--- src/rtl/tdp_ram18k_port_arbiter.sv ---
// Purpose: two-requester arbiter in front of one port of an 18 Kb true-dual-port RAM, with read-response routing.
// Latency: request registered to the RAM on its acceptance edge; read response READ_LATENCY edges later.
// Backpressure: REQ_READY_n is combinational grant (one winner per cycle); responses have no backpressure.
module tdp_ram18k_port_arbiter #(
    parameter int READ_LATENCY   = 1,
    parameter int FIXED_PRIORITY = 0
) (
    input  logic        CLK,
    input  logic        RESET,
    input  logic        REQ_VALID_0,
    input  logic        REQ_VALID_1,
    output logic        REQ_READY_0,
    output logic        REQ_READY_1,
    input  logic        REQ_WE_0,
    input  logic        REQ_WE_1,
    input  logic [13:0] REQ_ADDR_0,
    input  logic [13:0] REQ_ADDR_1,
    input  logic [17:0] REQ_WDATA_0,
    input  logic [17:0] REQ_WDATA_1,
    input  logic [1:0]  REQ_BE_0,
    input  logic [1:0]  REQ_BE_1,
    output logic        RSP_VALID_0,
    output logic        RSP_VALID_1,
    output logic [17:0] RSP_DATA,
    output logic        RAM_WEN,
    output logic        RAM_REN,
    output logic [1:0]  RAM_BE,
    output logic [13:0] RAM_ADDR,
    output logic [15:0] RAM_WDATA,
    output logic [1:0]  RAM_WPARITY,
    input  logic [15:0] RAM_RDATA,
    input  logic [1:0]  RAM_RPARITY,
    output logic [15:0] CONFLICT_CNT
);

    generate
        if (!(READ_LATENCY == 1 || READ_LATENCY == 2)) begin : g_bad_read_latency
            $error("tdp_ram18k_port_arbiter: READ_LATENCY must be 1 or 2");
        end
        if (!(FIXED_PRIORITY == 0 || FIXED_PRIORITY == 1)) begin : g_bad_fixed_priority
            $error("tdp_ram18k_port_arbiter: FIXED_PRIORITY must be 0 or 1");
        end
    endgenerate

    // Grant and selected-request signals
    logic        gnt_vld;
    logic        gnt_id;
    logic        sel_we;
    logic [13:0] sel_addr;
    logic [17:0] sel_wdata;
    logic [1:0]  sel_be;

    // State registers
    logic        ram_wen_q,   ram_wen_d;
    logic        ram_ren_q,   ram_ren_d;
    logic [1:0]  ram_be_q,    ram_be_d;
    logic [13:0] ram_addr_q,  ram_addr_d;
    logic [15:0] ram_wdata_q, ram_wdata_d;
    logic [1:0]  ram_wpar_q,  ram_wpar_d;
    logic        rid_q,       rid_d;      // requester id travelling with the RAM command
    logic        last_q,      last_d;     // most recently granted requester
    logic [15:0] cnt_q,       cnt_d;
    logic [READ_LATENCY-1:0] tag_vld_q, tag_vld_d;
    logic [READ_LATENCY-1:0] tag_id_q,  tag_id_d;

    // Pick a winner: a lone requester wins at once; on contention either
    // requester 0 always wins or the one not served last time wins.
    always_comb begin
        gnt_vld = 1'b0;
        gnt_id  = 1'b0;
        if (!RESET) begin
            if (REQ_VALID_0 && REQ_VALID_1) begin
                gnt_vld = 1'b1;
                gnt_id  = (FIXED_PRIORITY == 1) ? 1'b0 : ~last_q;
            end else if (REQ_VALID_0) begin
                gnt_vld = 1'b1;
                gnt_id  = 1'b0;
            end else if (REQ_VALID_1) begin
                gnt_vld = 1'b1;
                gnt_id  = 1'b1;
            end
        end
    end

    assign REQ_READY_0 = gnt_vld && !gnt_id;
    assign REQ_READY_1 = gnt_vld &&  gnt_id;

    // Route the granted requester's fields toward the RAM command register
    always_comb begin
        sel_we    = REQ_WE_0;
        sel_addr  = REQ_ADDR_0;
        sel_wdata = REQ_WDATA_0;
        sel_be    = REQ_BE_0;
        if (gnt_id) begin
            sel_we    = REQ_WE_1;
            sel_addr  = REQ_ADDR_1;
            sel_wdata = REQ_WDATA_1;
            sel_be    = REQ_BE_1;
        end
    end

    // Next state: RAM command strobes pulse per acceptance, fields hold between
    // acceptances, read tags shift toward the response outputs.
    always_comb begin
        ram_wen_d   = 1'b0;
        ram_ren_d   = 1'b0;
        ram_be_d    = ram_be_q;
        ram_addr_d  = ram_addr_q;
        ram_wdata_d = ram_wdata_q;
        ram_wpar_d  = ram_wpar_q;
        rid_d       = rid_q;
        last_d      = last_q;
        cnt_d       = cnt_q;
        tag_vld_d   = tag_vld_q;
        tag_id_d    = tag_id_q;

        if (gnt_vld) begin
            ram_wen_d   = sel_we;
            ram_ren_d   = !sel_we;
            ram_be_d    = sel_be;
            ram_addr_d  = sel_addr;
            ram_wdata_d = sel_wdata[15:0];
            ram_wpar_d  = sel_wdata[17:16];
            rid_d       = gnt_id;
            last_d      = gnt_id;
        end

        // The RAM sees the read one edge after acceptance, so the first tag
        // stage is fed from the registered read strobe.
        tag_vld_d[0] = ram_ren_q;
        tag_id_d[0]  = rid_q;
        for (int i = 1; i < READ_LATENCY; i++) begin
            tag_vld_d[i] = tag_vld_q[i-1];
            tag_id_d[i]  = tag_id_q[i-1];
        end

        if (REQ_VALID_0 && REQ_VALID_1 && (cnt_q != 16'hFFFF)) begin
            cnt_d = cnt_q + 16'd1;
        end
    end

    // State register; reset drops in-flight tags so stale reads never answer
    always_ff @(posedge CLK or posedge RESET) begin
        if (RESET) begin
            ram_wen_q   <= 1'b0;
            ram_ren_q   <= 1'b0;
            ram_be_q    <= 2'b00;
            ram_addr_q  <= 14'd0;
            ram_wdata_q <= 16'd0;
            ram_wpar_q  <= 2'b00;
            rid_q       <= 1'b0;
            last_q      <= 1'b1;
            cnt_q       <= 16'd0;
            tag_vld_q   <= '0;
            tag_id_q    <= '0;
        end else begin
            ram_wen_q   <= ram_wen_d;
            ram_ren_q   <= ram_ren_d;
            ram_be_q    <= ram_be_d;
            ram_addr_q  <= ram_addr_d;
            ram_wdata_q <= ram_wdata_d;
            ram_wpar_q  <= ram_wpar_d;
            rid_q       <= rid_d;
            last_q      <= last_d;
            cnt_q       <= cnt_d;
            tag_vld_q   <= tag_vld_d;
            tag_id_q    <= tag_id_d;
        end
    end

    assign RAM_WEN      = ram_wen_q;
    assign RAM_REN      = ram_ren_q;
    assign RAM_BE       = ram_be_q;
    assign RAM_ADDR     = ram_addr_q;
    assign RAM_WDATA    = ram_wdata_q;
    assign RAM_WPARITY  = ram_wpar_q;
    assign CONFLICT_CNT = cnt_q;

    assign RSP_VALID_0  = !RESET && tag_vld_q[READ_LATENCY-1] && !tag_id_q[READ_LATENCY-1];
    assign RSP_VALID_1  = !RESET && tag_vld_q[READ_LATENCY-1] &&  tag_id_q[READ_LATENCY-1];
    assign RSP_DATA     = {RAM_RPARITY, RAM_RDATA};

endmodule

--- config.mk ---
export PLATFORM = sky130hd
export DESIGN_NAME = tdp_ram18k_port_arbiter
export DESIGN_NICKNAME = d
export VERILOG_FILES = /design/src/rtl/tdp_ram18k_port_arbiter.sv
export SDC_FILE = /design/constraint.sdc
export NUM_CORES = 1
export LEC_CHECK = 0
export CAP_MARGIN = 20
export CORE_MARGIN = 1.5
export CORE_UTILIZATION = 40
export DETAILED_ROUTE_END_ITERATION = 10
export DONT_BUFFER_PORTS = 1
export HOLD_SLACK_MARGIN = 0.02
export PLACE_DENSITY = 0.64
export SYNTH_ARGS = -nofsm -noshare
export SYNTH_HDL_FRONTEND = slang
export SYNTH_SLANG_ARGS = --single-unit
--- constraint.sdc ---
create_clock -name CLK -period 3.9 [get_ports CLK]
set_input_delay 0.585 -clock CLK [delete_from_list [all_inputs] [get_ports CLK]]
set_output_delay 0.585 -clock CLK [all_outputs]
set_load 0.03 [all_outputs]
==> impl_metrics.yaml, run 1 <==
placement:
  gp_congestion: 0.745
  place_inst: 291
  portBuffers: 0
  hpwl_mm: 3.75
floorplanning:
  coreArea_um2: 6420
  die_w_um: 84.9
  row_count: 29
  dieHeight_um: 84.9
  initial_core_util_pct: 41.8
  die_area_um2: 7210
  ios: 166
pwr:
  ir_worst_vdd_uv: 197
  leakagePower_uw: 0.00127
  p_per_area_nw_per_um2: 522
timing:
  finalHoldViolCount: 0
  worstMarginPinSlew_ns: 0.976
  max_clock_freq_mhz: 441
  setup_viol: 0
  finalSetupTns_ns: 0
  timing.slew.headroom_pct: 34.8
  min_period_over_period_pct: 58.2
  fin_skew_ns: 0.00715
  period_minus_slack_ns: 2.27
  rsz0062_at_grt: "false"
  final_max_slew_viol_count: 0
worst_setup_path:
  crit_required_ns: 3.31
  critical-path-slowest-cell: "buf_4"
  endpoint_kind: "output port"
  crit_arrival_ns: 1.68
  crit_path_max_fanout: 38
  path_class: "in2out"
  r2r_start: "CONFLICT_CNT[7]$_DFFE_PP0P_"
  reg2reg_to: "CONFLICT_CNT[1]$_DFFE_PP0P_"
  reg2reg_slack_ns: 1.96
  r2r_cells: 3
  cpPeakStageDelay_ns: 0.50
  path_cells: "inv_2, and3_2, buf_4"
  critPathLaunchType: "input pin"
logic_synthesis:
  synth-seq-cells: 56
  synth.net_count: 332
  avgSynthCellArea_um2: 11.2
  postSynthCellCount: 239
  ys_types: 37
  seq_area_frac_synth_pct: 52.3
  yosys_warnings: 0
  syn-cell-area_um2: 2680
layout:
  nets: 314
  diodes: 0
  fin_cells: 299
  final_common_cell: "dfrtp_1"
  synthToLayoutAreaGrowth_pct: 1.68
  drive_gt1_share_pct: 9.46
  final_cell_mix: "dfrtp_1, nand2_1, mux2i_1"
grt:
  grt_util_all_layers_pct: 15.0
  grt_max_degree: 59
  grt_pass1_vias: 1687
  grt.overflow.total: 0
  grt_pass1_wl_mm: 8.46
  antenna_found_initial: 0
drt:
  wirelength_mm: 5.24
  ant_nets: 0
  first_iter_violations: 92
  routed-via-count: 1690
  vias_per_cell: 5.65
  drt_pass1_iterations: 7
  drc: 12
  wl_per_cell_um: 17.5
clock_network:
  clock-sinks: 56
  post_cts_resized: 0
  cts_hold_buffers: 0
  numCtsBuffers: 5
  path_clk_slew_ns: 0.10
  post-cts-setup-buffers: 0
  cts_tree: "done"
  cts-htree-levels: 2
  cts_buffer_depth: 2
  clkLatencyLatePin_ns: 0.30
  root_buffer: "clkbuf_8"
outcome:
  status: "finished, violations left"
  violations: "DRC"
hold_path:
  hold_path.class: "in2async"
run:
  cap_violations: 0
## Yosys cell counts
cell type  instances  area share (%)
a21o_1            16             4.5
a21oi_1            1            0.19
a22o_1            14             4.6
a31oi_1            1            0.23
and2_1             1            0.23
and3_1             4            0.93
and4_1             1            0.33
buf_1              1            0.14
buf_2              5            0.93
buf_4             18             5.0
clkbuf_1           5            0.70
dfrtp_1           55              51
dfstp_2            1            0.98
ha_1               1            0.47
inv_1              3            0.42
inv_2              1            0.14
mux2_1             1            0.42
mux2i_1           21             7.8
nand2_1           24             3.4
nand3_1            7             1.3
nand4_1            3            0.70
nand4_2            2            0.93
nand4_4            1            0.79
nand4bb_1          1            0.42
nor2_1             5            0.70
nor2b_1            1            0.23
nor3_1             3            0.56
nor3b_1            1            0.28
nor4_1             1            0.23
nor4b_1            2            0.65
o21a_1             1            0.28
o21ai_1           21             3.9
o311ai_2           1            0.61
o41ai_4            1             1.0
or4_4              1            0.42
xnor2_1            8             2.6
xor2_1             5             1.6
## worst max path at each step
stage / from / endpoint / depth (start not counted)
after floorplan: RESET / REQ_READY_0 / 4
after global placement: RESET / REQ_READY_1 / 3
after detailed placement: RESET / REQ_READY_1 / 3
after CTS: RESET / REQ_READY_1 / 3
after global routing: RESET / REQ_READY_1 / 3
final: RESET / REQ_READY_1 / 3
## metal layers
metal / vias to the layer above / global-route usage [%] / wire length [µm]
met1: 792 / 17.6 / 2110
met5: - / 0 / 0
met2: 103 / 24.5 / 2530
li1: 789 / - / -
met3: 6 / 7.00 / 544
met4: 0 / 4.92 / 55
## worst max-delay path: cells and delay by family
kind | cells | cell delay [ns]
and+or+nand+nor | 1 | 0.27
buffers and inverters | 2 | 0.81
## report_power, final
part / internal [µW] / switching, µW / leakage (µW)
logic: 89.8 / 95.4 / 0.000540
clock network: 128 / 189 / 0.0000414
registers: 664 / 257 / 0.000694
total: 882 / 541 / 0.00127
## layout make-up
cell class / count / area [µm²]
Clock buffer: 6 / 72.6
Clock inverter: 2 / 16.3
Fill cell: 610 / 3690
Inverter: 4 / 15.0
Multi-Input combinational cell: 150 / 1090
Sequential cell: 56 / 1400
Tap cell: 77 / 96.3
Timing Repair Buffer: 4 / 30.0
## sequential cells by signal (all words and copies together) (netlist names)
| signal | flops |
|---|---|
| RAM_WEN | 1 |
| last_q | 1 |
| tag_id_q | 1 |
| rid_q | 1 |
| tag_vld_q | 1 |
| RAM_WDATA | 16 |
| CONFLICT_CNT | 16 |
| RAM_BE | 2 |
| RAM_REN | 1 |
| RAM_ADDR | 14 |
| RAM_WPARITY | 2 |
## cells by family (layout without fill, tap and decap cells)
| family | after synthesis | in the layout | synth area share, % |
|---|---|---|---|
| xor gates and xnor gates | 13 | 13 | 4.24 |
| adders and majority gates | 1 | 1 | 0.466 |
| buffers and inverters | 33 | 16 | 7.37 |
| DFF | 56 | 56 | 52.3 |
| and+or+nand+nor | 58 | 58 | 12.1 |
| AOI/OAI and AO/OA | 56 | 56 | 15.3 |
| muxes | 22 | 22 | 8.26 |
## through the flow
stage	power (µW)	util, %	instance area [µm²]	setup slack (ns)	hold slack, ns
2_1_floorplan	1100	-	2680	1.19	0.354
3_3_place_gp	1120	41.1	2640	1.61	0.360
3_5_place_dp	1120	41.1	2640	1.58	0.371
4_1_cts	1450	42.5	2730	1.59	0.145
5_1_grt	1510	42.5	2730	1.49	0.157
6_report	1420	42.5	2730	1.63	0.146
Power figures use the tool's default switching activity.
==> run 2, diff against run 1 <==
==> constraint.sdc (replaced) <==
create_clock -name CLK -period 2.25 [get_ports CLK]
set_input_delay 0.3375 -clock CLK [delete_from_list [all_inputs] [get_ports CLK]]
set_output_delay 0.3375 -clock CLK [all_outputs]
set_load 0.03 [all_outputs]
==> run 2 against run 1 <==
Register-to-register slack got worse by 1.6 ns. Clock power grew 77%. Largest power group unchanged. Die area stayed put. Final area is 4.0% higher. Sequential share of layout area fell by 2.0 points. Highest routed layer unchanged. Final cell count grew 4.0%. Sequential cell count stayed put. The flow still finishes with violations (DRC). Non-clock buffer count rose by 12. Worst hold slack worse by 0.013 ns.
==> impl_metrics.yaml, run 2 (synthesis results as in run 1) <==
clock_network:
  cts_hold_buffers: 1
  clkLatencyLatePin_ns: 0.31
  path_clk_slew_ns: 0.11
  cts_buffer_depth: 2
  numCtsBuffers: 5
  cts_tree: "done"
  post_cts_resized: 0
  root_buffer: "clkbuf_8"
  cts-htree-levels: 2
  post-cts-setup-buffers: 0
  clock-sinks: 56
placement:
  place_inst: 302
  hpwl_mm: 4.07
  gp_congestion: 0.772
  portBuffers: 0
  dp_slack_ns: 0.425
run:
  cap_violations: 0
layout:
  diodes: 0
  fillers: 613
  seq_area_um2: 1400
  final_cell_mix: "dfrtp_1, nand2_1, mux2i_1"
  fin_cells: 311
  nets: 326
  synthToLayoutAreaGrowth_pct: 5.74
  multi_input_area_um2: 1090
  final_common_cell: "dfrtp_1"
  drive_gt1_share_pct: 14.1
timing:
  worstMarginPinSlew_ns: 0.569
  finalHoldViolCount: 0
  fin_skew_ns: 0.0127
  timing.slew.headroom_pct: 62.1
  setup_viol: 0
  rsz0062_at_grt: "false"
  finalSetupTns_ns: 0
  max_clock_freq_mhz: 488
  period_minus_slack_ns: 2.05
  holdWs_ns: 0.133
  setup_ws_ns: 0.199
  min_period_over_period_pct: 91.2
  final_max_slew_viol_count: 0
worst_setup_path:
  crit_arrival_ns: 1.71
  cp-startpoint: "RESET"
  endpoint_kind: "output port"
  crit_required_ns: 1.91
  r2r_start: "CONFLICT_CNT[6]$_DFFE_PP0P_"
  critical-path-slowest-cell: "dlygate4sd3_1"
  path_cells: "dlygate4sd3_1, inv_2, buf_4, o21ai_4, nor2_1, buf_4"
  cp_top_family: "buffers and inverters"
  critPathLaunchType: "input pin"
  crit_path_max_fanout: 15
  path_common_cell: "buf_4"
  cpPeakStageDelay_ns: 0.56
  crit_buf_inv: 4
  path_class: "in2out"
drt:
  routed-via-count: 1727
  drt_pass1_iterations: 9
  vias_per_cell: 5.55
  drc: 9
  wirelength_mm: 5.50
  ant_nets: 0
  wl_per_cell_um: 17.7
  first_iter_violations: 88
grt:
  antenna_found_initial: 0
  grt_pass1_vias: 1750
  grt_util_all_layers_pct: 15.9
  grt.overflow.total: 0
  grt_pass1_wl_mm: 8.88
  grt_max_degree: 45
pwr:
  p_per_area_nw_per_um2: 900
  leakagePower_uw: 0.00134
  p_total_uw: 2550
  ir_worst_vdd_uv: 359
hold_path:
  hold_start: "REQ_ADDR_0[1]"
  hold_path.class: "in2reg"
outcome:
  violations: "DRC"
  status: "finished, violations left"
floorplanning:
  dieHeight_um: 84.9
  coreArea_um2: 6420
  ios: 166
  die_area_um2: 7210
  row_count: 29
  initial_core_util_pct: 41.8
  die_w_um: 84.9
-- run 2: cell count changes in the layout (fill, tap and decap cells not counted) --
cell / delta
clkbuf_1: -1
dlygate4sd3_1: +1
buf_12: +1
clkinvlp_4: +1
buf_4: +10
-- run 2: report_power, final --
part	internal, µW	switching [µW]
Sequential	1150	348
Combinational	207	284
Clock	221	340
Total	1580	972
-- run 2: layout make-up --
type | instances | area share (%)
Tap cell | 77 | 3.40
Inverter | 4 | 0.529
Sequential cell | 56 | 49.4
Clock buffer | 5 | 2.43
Clock inverter | 3 | 0.838
Multi-Input combinational cell | 150 | 38.6
Timing Repair Buffer | 16 | 4.76
-- run 2: final timing paths --
kind | slack (ns) | to | depth (start not counted)
min in group asynchronous | 0.50 | CONFLICT_CNT[2]$_DFFE_PP0P_ | 3
worst min-delay path | 0.13 | RAM_ADDR[1]$_DFFE_PP0P_ | 1
worst min register to register | 0.39 | tag_id_q$_DFF_PP0_ | 0
max in group asynchronous | 0.93 | RAM_ADDR[4]$_DFFE_PP0P_ | 4
worst max register to register | 0.40 | CONFLICT_CNT[1]$_DFFE_PP0P_ | 3
worst max-delay path | 0.20 | REQ_READY_0 | 6
-- run 2: metrics by stage --
stage / area [µm²] / util (%)
floorplan: 2680 / -
global placement: 2730 / 42.6
detailed placement: 2730 / 42.6
CTS: 2840 / 44.2
global route: 2840 / 44.2
finish: 2840 / 44.2
-- run 2: metal layers --
metal | GRT usage, % | part of all wire (%) | vias up
met2 | 25.7 | 48 | 99
met4 | 5.66 | 1.5 | 0
met1 | 19.5 | 41 | 802
met5 | 0 | 0 | -
li1 | - | - | 817
met3 | 6.03 | 9.6 | 9
-- run 2: worst register-to-register path: stages, from the launching register on --
cell and delay, ns:
dfrtp_1 0.59, nand4_2 0.26, o41ai_4 0.53, mux2_1 0.36
